$ cat src/rtl/vcco_seq_pkg.sv
// Shared types for the VCCO break-before-make sequencer.
package vcco_seq_pkg;

    typedef enum logic [2:0] {
        IDLE  = 3'd0,
        BREAK = 3'd1,
        MAKE  = 3'd2,
        RUN   = 3'd3,
        FAULT = 3'd4
    } vseq_state_t;

    localparam int CNT_W_DEF = 16;

endpackage

$ cat src/rtl/sync_debounce.sv
// 2-FF synchronizer followed by a stability filter; depth 1 bypasses the filter
// so the synchronized level is used directly.
module sync_debounce #(
    parameter int DEBOUNCE_CYCLES = 3,
    parameter int CNT_W           = 16
) (
    input  logic clk,
    input  logic rst_n,
    input  logic din,
    output logic dout
);

    logic s1_q;
    logic s2_q;

    always_ff @(posedge clk or negedge rst_n) begin
        if (!rst_n) begin
            s1_q <= 1'b0;
            s2_q <= 1'b0;
        end else begin
            s1_q <= din;
            s2_q <= s1_q;
        end
    end

    generate
        if (DEBOUNCE_CYCLES == 1) begin : g_bypass
            assign dout = s2_q;
        end else begin : g_debounce
            localparam logic [CNT_W-1:0] LAST = CNT_W'(DEBOUNCE_CYCLES - 1);

            logic [CNT_W-1:0] cnt_q;
            logic [CNT_W-1:0] cnt_d;
            logic             out_q;
            logic             out_d;

            // Any sample that agrees with the current output restarts the run.
            always_comb begin
                cnt_d = '0;
                out_d = out_q;
                if (s2_q != out_q) begin
                    if (cnt_q == LAST) begin
                        out_d = s2_q;
                    end else begin
                        cnt_d = cnt_q + 1'b1;
                    end
                end
            end

            always_ff @(posedge clk or negedge rst_n) begin
                if (!rst_n) begin
                    cnt_q <= '0;
                    out_q <= 1'b0;
                end else begin
                    cnt_q <= cnt_d;
                    out_q <= out_d;
                end
            end

            assign dout = out_q;
        end
    endgenerate

endmodule

$ cat src/rtl/vcco_switch_seq.sv
// Break-before-make sequencer for the VCCO gate pair and output relay.
// Outputs are registered from the next state so they move with the state register.
module vcco_switch_seq
    import vcco_seq_pkg::*;
#(
    parameter int DEBOUNCE_CYCLES = 3,
    parameter int DEAD_CYCLES     = 4,
    parameter int SETTLE_CYCLES   = 8,
    parameter int RETRY_CYCLES    = 1024,
    parameter int CNT_W           = CNT_W_DEF
) (
    input  logic        clk,
    input  logic        rst_n,
    input  logic        vcco_is_high,
    input  logic        input_ok,
    input  logic        vout_req,
    output logic        vcco_hi_en,
    output logic        vcco_lo_en,
    output logic        vout_relay_en,
    output logic        busy,
    output logic        fault,
    output vseq_state_t state_dbg
);

    localparam logic [CNT_W-1:0] DEAD_LAST   = CNT_W'(DEAD_CYCLES - 1);
    localparam logic [CNT_W-1:0] SETTLE_LAST = CNT_W'(SETTLE_CYCLES - 1);
    localparam logic [CNT_W-1:0] RETRY_LAST  = CNT_W'(RETRY_CYCLES - 1);

    logic sel;
    logic ok_s;

    sync_debounce #(.DEBOUNCE_CYCLES(DEBOUNCE_CYCLES), .CNT_W(CNT_W)) u_sel_sync (
        .clk(clk), .rst_n(rst_n), .din(vcco_is_high), .dout(sel)
    );

    sync_debounce #(.DEBOUNCE_CYCLES(1), .CNT_W(CNT_W)) u_ok_sync (
        .clk(clk), .rst_n(rst_n), .din(input_ok), .dout(ok_s)
    );

    vseq_state_t      state_q, state_d;
    logic [CNT_W-1:0] cnt_q, cnt_d;
    logic             target_q, target_d;
    logic             hi_q, hi_d, lo_q, lo_d, relay_q, relay_d;
    logic             busy_q, busy_d, fault_q, fault_d;
    logic             gate_on;

    always_comb begin
        state_d  = state_q;
        cnt_d    = cnt_q;
        target_d = target_q;
        if (!ok_s) begin
            state_d = FAULT;
            cnt_d   = '0;
        end else begin
            case (state_q)
                IDLE: begin
                    if (vout_req) begin
                        state_d  = BREAK;
                        target_d = sel;
                        cnt_d    = '0;
                    end
                end
                BREAK: begin
                    if (sel != target_q) begin
                        target_d = sel;
                        cnt_d    = '0;
                    end else if (cnt_q == DEAD_LAST) begin
                        state_d = MAKE;
                        cnt_d   = '0;
                    end else begin
                        cnt_d = cnt_q + 1'b1;
                    end
                end
                MAKE: begin
                    if (sel != target_q) begin
                        state_d  = BREAK;
                        target_d = sel;
                        cnt_d    = '0;
                    end else if (cnt_q == SETTLE_LAST) begin
                        state_d = RUN;
                        cnt_d   = '0;
                    end else begin
                        cnt_d = cnt_q + 1'b1;
                    end
                end
                RUN: begin
                    // A dropped request wins over a simultaneous rail change.
                    if (!vout_req) begin
                        state_d = IDLE;
                        cnt_d   = '0;
                    end else if (sel != target_q) begin
                        state_d  = BREAK;
                        target_d = sel;
                        cnt_d    = '0;
                    end
                end
                FAULT: begin
                    if (cnt_q == RETRY_LAST) begin
                        state_d = IDLE;
                        cnt_d   = '0;
                    end else begin
                        cnt_d = cnt_q + 1'b1;
                    end
                end
                default: begin
                    state_d = IDLE;
                    cnt_d   = '0;
                end
            endcase
        end

        gate_on = (state_d == MAKE) || (state_d == RUN);
        hi_d    = gate_on && target_d;
        lo_d    = gate_on && !target_d;
        relay_d = (state_d == RUN);
        busy_d  = (state_d == BREAK) || (state_d == MAKE);
        fault_d = (state_d == FAULT);
    end

    always_ff @(posedge clk or negedge rst_n) begin
        if (!rst_n) begin
            state_q  <= IDLE;
            cnt_q    <= '0;
            target_q <= 1'b0;
            hi_q     <= 1'b0;
            lo_q     <= 1'b0;
            relay_q  <= 1'b0;
            busy_q   <= 1'b0;
            fault_q  <= 1'b0;
        end else begin
            state_q  <= state_d;
            cnt_q    <= cnt_d;
            target_q <= target_d;
            hi_q     <= hi_d;
            lo_q     <= lo_d;
            relay_q  <= relay_d;
            busy_q   <= busy_d;
            fault_q  <= fault_d;
        end
    end

    assign vcco_hi_en    = hi_q;
    assign vcco_lo_en    = lo_q;
    assign vout_relay_en = relay_q;
    assign busy          = busy_q;
    assign fault         = fault_q;
    assign state_dbg     = state_q;

endmodule

$ cat config.mk
export PLATFORM = sky130hd
export DESIGN_NAME = vcco_switch_seq
export DESIGN_NICKNAME = d
export VERILOG_FILES = /design/src/rtl/vcco_seq_pkg.sv /design/src/rtl/sync_debounce.sv /design/src/rtl/vcco_switch_seq.sv
export SDC_FILE = /design/constraint.sdc
export NUM_CORES = 1
export LEC_CHECK = 0
export ABC_AREA = 1
export ABC_CLOCK_PERIOD_IN_PS = 2200
export CAP_MARGIN = 0
export CORE_UTILIZATION = 40
export DETAILED_ROUTE_END_ITERATION = 12
export PLACE_DENSITY = 0.65
export SLEW_MARGIN = 20
export SYNTH_ARGS = -nofsm -noshare
export SYNTH_HDL_FRONTEND = slang
export SYNTH_SLANG_ARGS = --single-unit
export TNS_END_PERCENT = 20
$ cat constraint.sdc
create_clock -name clk -period 2.2 [get_ports clk]
set_input_delay 0.33 -clock clk [delete_from_list [all_inputs] [get_ports clk]]
set_output_delay 0.33 -clock clk [all_outputs]
set_load 0.01 [all_outputs]
# Yosys cells after proc, flatten, opt, wreduce, memory -nomap -nowiden
# Index checks and enable logic that the tools add are counted.
# W data, S select, Z words.
# classes
addsub	2
mul	0
div	0
magnitude_cmp	0
n_eq_ne	16
shifts	0
muxes	27
bitwise_logic	0
reduce_logical	9
# op_table
op	count
$mux W16	11
$pmux W16 S5	1
$add A16 B1 Y16 const B	2
$eq A16 B2 Y1 const B	2
$mux W3	9
$eq A16 B10 Y1 const B	1
$eq A16 B3 Y1 const B	1
$pmux W3 S5	1
$eq A3 B2 Y1 const B	4
$eq A3 B1 Y1 const B	2
$eq A3 B3 Y1 const B	2
$mux W1	4
$ne A4 B4 Y1 const B	1
$reduce_and A2 Y1	2
$logic_not A3 Y1	1
$ne A3 B3 Y1 const B	1
$pmux W1 S3	1
$logic_and A1 B1 Y1	2
$logic_or A1 B1 Y1	2
$ne A1 B1 Y1	2
$reduce_or A2 Y1	1
$logic_not A1 Y1	1
# word_totals
register_bits	46
latch_bits	0
ramBits	0
rom_bits	0
inputBits	5
out_inout_bits	8
wordCells	68
memories	0

# Longest topological paths before layout
# depth
word_depth	8
depth_mapped	11

# Cells and area by module
# Synthesis repeated with hierarchy kept, for this count alone.
# unflattened
cells_unflattened	394
hier_area_um2	2810.2
# by_module_without_submodules
module	instances	cells_per_inst	area_each_um2
vcco_switch_seq	1	263	1749.2
sync_debounce at u_sel_sync	1	129	1011.0
sync_debounce at u_ok_sync	1	2	50.0

# Worst setup path after synthesis
# OpenSTA, ideal clock, no wires.
# synth_timing
kind	register -> register
start	reg u_sel_sync.g_debounce.out_q, in the netlist u_sel_sync.dout
end	reg cnt_q[12]
setup_ns	0.113
t_arrival_ns	1.530
required_time_ns	2.087
slack_ns	0.557
stages_incl_launch_ff	11
n_path_buf	1
period_less_slack_ns	1.643
path_cell_list	dfrtp_1 > ha_1 > nand2_1 > inv_1 > nand2_1 > nand2_1 > nand2_1 > clkbuf_1 > nand2_1 > nand2_1 > inv_1
# synth_between
elab_chain_len	4
elab_cells_between_ends	7
# synth_lines
element	line_no	text
start: declaration	sync_debounce.sv:34	logic out_q;
start signal: assignment	sync_debounce.sv:56	out_q <= out_d;
$ne A1 B1 Y1 *	vcco_switch_seq.sv:64, vcco_switch_seq.sv:75, vcco_switch_seq.sv:91	
$mux W16 (on tied branches)	vcco_switch_seq.sv:75, vcco_switch_seq.sv:64	
$pmux W16 S5	vcco_switch_seq.sv:55	case (state_q)
$mux W16	vcco_switch_seq.sv:51	if (!ok_s) begin
end signal: assignment	vcco_switch_seq.sv:132	cnt_q <= cnt_d;
end: declaration	vcco_switch_seq.sv:41	logic [CNT_W-1:0] cnt_q, cnt_d;
# Mark *: on every way between the ends. The rest lies on a longest branch, timed or not.
# A chain may end at the register's enable or synchronous reset.

# Worst setup path after layout
# layout_timing
start	reg u_sel_sync.g_debounce.out_q, in the netlist u_sel_sync.dout
end	reg cnt_q[15]
# The elaborated chain is that of the path after synthesis.

==> results.md <==
- Footprint of the multi-input gates: 1355 um2
- Worst slew pin tran: 508.8 ps
- Leakage: 1.465 nW
- Vias in the first global route: 2301
- Final count of pins violating max slew: 0
- Most common flop cell mapped by yosys: dfrtp_1
- CP Capture Type: flop
- All-Layer GR Usage: 18.26%
- Share of layout cells above drive strength 1: 7.712%
- Crit-path max FO: 10
- Total core area: 6459 um2
- CTS tree: done
- Worst path cell trace: ha_1 -> nand2_1 -> inv_1 -> nand2_1 -> nand2_1 -> nand2_1 -> buf_4 -> nand2_1 -> o21ai_1 -> a21boi_2
- Cells after synthesis: 368
- Period utilization: 86.81%
- Post-synth top area share: 42.47%
- Max-cap violations: 0
- Worst hold-check path type: flop to flop
- Die height: 84.31 um
- Crit path DAT: 2150 ps
- Worst setup SP type: flop
- First-pass DRT Iterations: 4
- RSZ-0062 raised after global routing: false
- Post-synthesis sequential area ratio: 42.47%
- Asr flop ratio synth: 100.0%
- Synth top area cells: dfrtp_1, nand2_1, nor2_1, inv_1, nand3_1
- Global placement routability congestion: 0.8518
- Clk_lat worst skew: 300 ps
- CP max stage delay: 450 ps
- Total wire length: 5894 um
- Max frequency: 523.6 MHz
- Ys Warns: 0
- Most frequent cells in the layout: nand2_1, nor2_1, inv_1, dfrtp_1, nand3_1
- Cells after DPL: 457
- Final #Nets: 398
- Drt drc: 0
- Post-CTS setup buffers: 0
- Rows: 29
- Vias per cell: 5.159
- CTS-repair resized insts: 0
- Global route overflow: 0
- Crit Path Class: flop to flop
- Outcome: completed
- Area Growth Syn to Fin: 12.19%
- First-pass GRT wire length: 10490 um
- Setup TNS: 0 ps
- # hold bufs at CTS: 1
- CP dominant cell by count: nand2_1
- Yosys reg bits: 46
- Worst ir drop on vdd: 249.7 uV
- H-tree depth: 2
- Slowest cell on the critical path: dfrtp_1
- Initial drt markers: 158
- Synthesized area: 2710 um2
- Cell variety after synth: 30
- Dpl hpwl: 4535 um
- Root Buffer: clkbuf_8
- Finished Layout Cells: 466
- CP bufs+invs: 2
- Max clock buf depth: 2
- Clock slew at reported path FFs: 90 ps
- Tmin final: 1910 ps
- Average wire per standard cell: 12.65 um
- Via Count: 2404
- Final hold violation count: 0
- Synth area leader: dfrtp_1
- Initial antenna violation count: 0
- Die Wd: 84.31 um
- Clock sinks: 46
- CP required: 2440 ps
- Initial Util: 41.96%
- Power Density: 548.4 nW/um2
- Commonest non-fill, non-tap cell in the layout: nand2_1
- Largest net degree at the start of global routing: 27
- # fillers: 651
- Mean Syn Cell Area: 7.364 um2
- Area of the die: 7108 um2
- Skew final: 13.49 ps
- Post-synth EDFFs: 0
- Register Area: 1151 um2
- Top delay family on crit path: simple AND/OR/NAND/NOR gates
- Antenna Nets Post-Route: 0
- # port buffers: 12
- Diode count: 0
- IO Count: 13
- Final setup violation count: 0
- Synthesized Nets: 378
- Slew headroom: 66.08%
- CTS Buf Count: 5
-- power by group --
| part | total [mW] | internal, mW | switching, mW |
|---|---|---|---|
| combinational | 0.237 | 0.0783 | 0.158 |
| clock | 0.511 | 0.225 | 0.286 |
| sequential | 0.920 | 0.880 | 0.0402 |
| total | 1.67 | 1.18 | 0.485 |
-- per-stage QoR --
stage / instance area, um2 / worst slack, ps / utilization, % / hold WS (ps) / power [mW]
3_5_place_dp: 2944 / 268.7 / 45.58 / 332.8 / 1.176
4_1_cts: 3040 / 299.4 / 47.07 / 373.1 / 1.698
3_3_place_gp: 2944 / 297.7 / 45.58 / 326.7 / 1.171
6_report: 3040 / 290.2 / 47.07 / 363.4 / 1.667
5_1_grt: 3040 / 130.8 / 47.07 / 383.0 / 1.775
2_1_floorplan: 2710 / 557.0 / - / 34.41 / 1.092
-- cell usage after synthesis (4+ instances only) --
cell type,instances
inv_1,46
nor3_1,17
nand3_1,33
xor2_1,8
nand4_1,12
dfrtp_1,46
nor4_1,5
a21oi_1,12
o21ai_0,7
nor2_1,47
nor2_4,4
o21ai_1,4
nand3_2,4
ha_1,5
nand2_1,94
-- worst paths after layout --
| path | startpoint | end | slack [ps] | depth (start not counted) |
|---|---|---|---|---|
| max reg2reg | u_sel_sync.dout | cnt_q[15] | 290 | 10 |
| max in group asynchronous | rst_n | u_sel_sync.g_debounce.cnt_q[0] | 1160 | 3 |
| min reg2reg | u_sel_sync.s1_q | u_sel_sync.s2_q | 360 | 0 |
| min | u_sel_sync.s1_q | u_sel_sync.s2_q | 360 | 0 |
| min in group asynchronous | rst_n | u_sel_sync.g_debounce.cnt_q[8] | 530 | 2 |
| max | u_sel_sync.dout | cnt_q[15] | 290 | 10 |
-- cell type report --
class	instances	share of cell area, %
Timing Repair Buffer	18	5.761
Multi-Input combinational cell	270	44.57
Inverter	47	5.802
Sequential cell	46	37.86
Clock inverter	2	0.4527
Clock buffer	6	2.387
Tap cell	77	3.169
-- registers in the layout, indices dropped and copies added, names as in the netlist --
name	flops
u_sel_sync.s1_q	1
u_sel_sync.dout	1
busy	1
vcco_hi_en	1
fault	1
u_ok_sync.s1_q	1
target_q	1
u_sel_sync.s2_q	1
state_dbg	3
u_sel_sync.g_debounce.cnt_q	16
vcco_lo_en	1
cnt_q	16
vout_relay_en	1
u_ok_sync.dout	1
-- layer usage --
layer  vias up  part of all wire, %  global-route usage (%)
li1       1229                    -                       -
met1      1117                   50                   24.32
met2        48                   45                   30.55
met3        10                  3.9                   3.245
met4         0                  1.2                   5.172
met5         -                    0                       0
-- worst reg2reg max path: stages, from the launching register on --
cell and delay (ps):
dfrtp_1 450, ha_1 340, nand2_1 70, inv_1 40, nand2_1 90, nand2_1 70, nand2_1 210, buf_4 230
nand2_1 70, o21ai_1 130, a21boi_2 160
-- kinds of logic after synthesis --
kind of cell | Yosys count | share of synthesized area, %
xor+xnor | 10 | 3.232
simple gates | 224 | 37.81
fa+ha+maj | 5 | 2.308
flops | 46 | 42.47
buf+inv | 52 | 7.525
compound gates | 31 | 6.648
(Power assumes the default switching activity.)
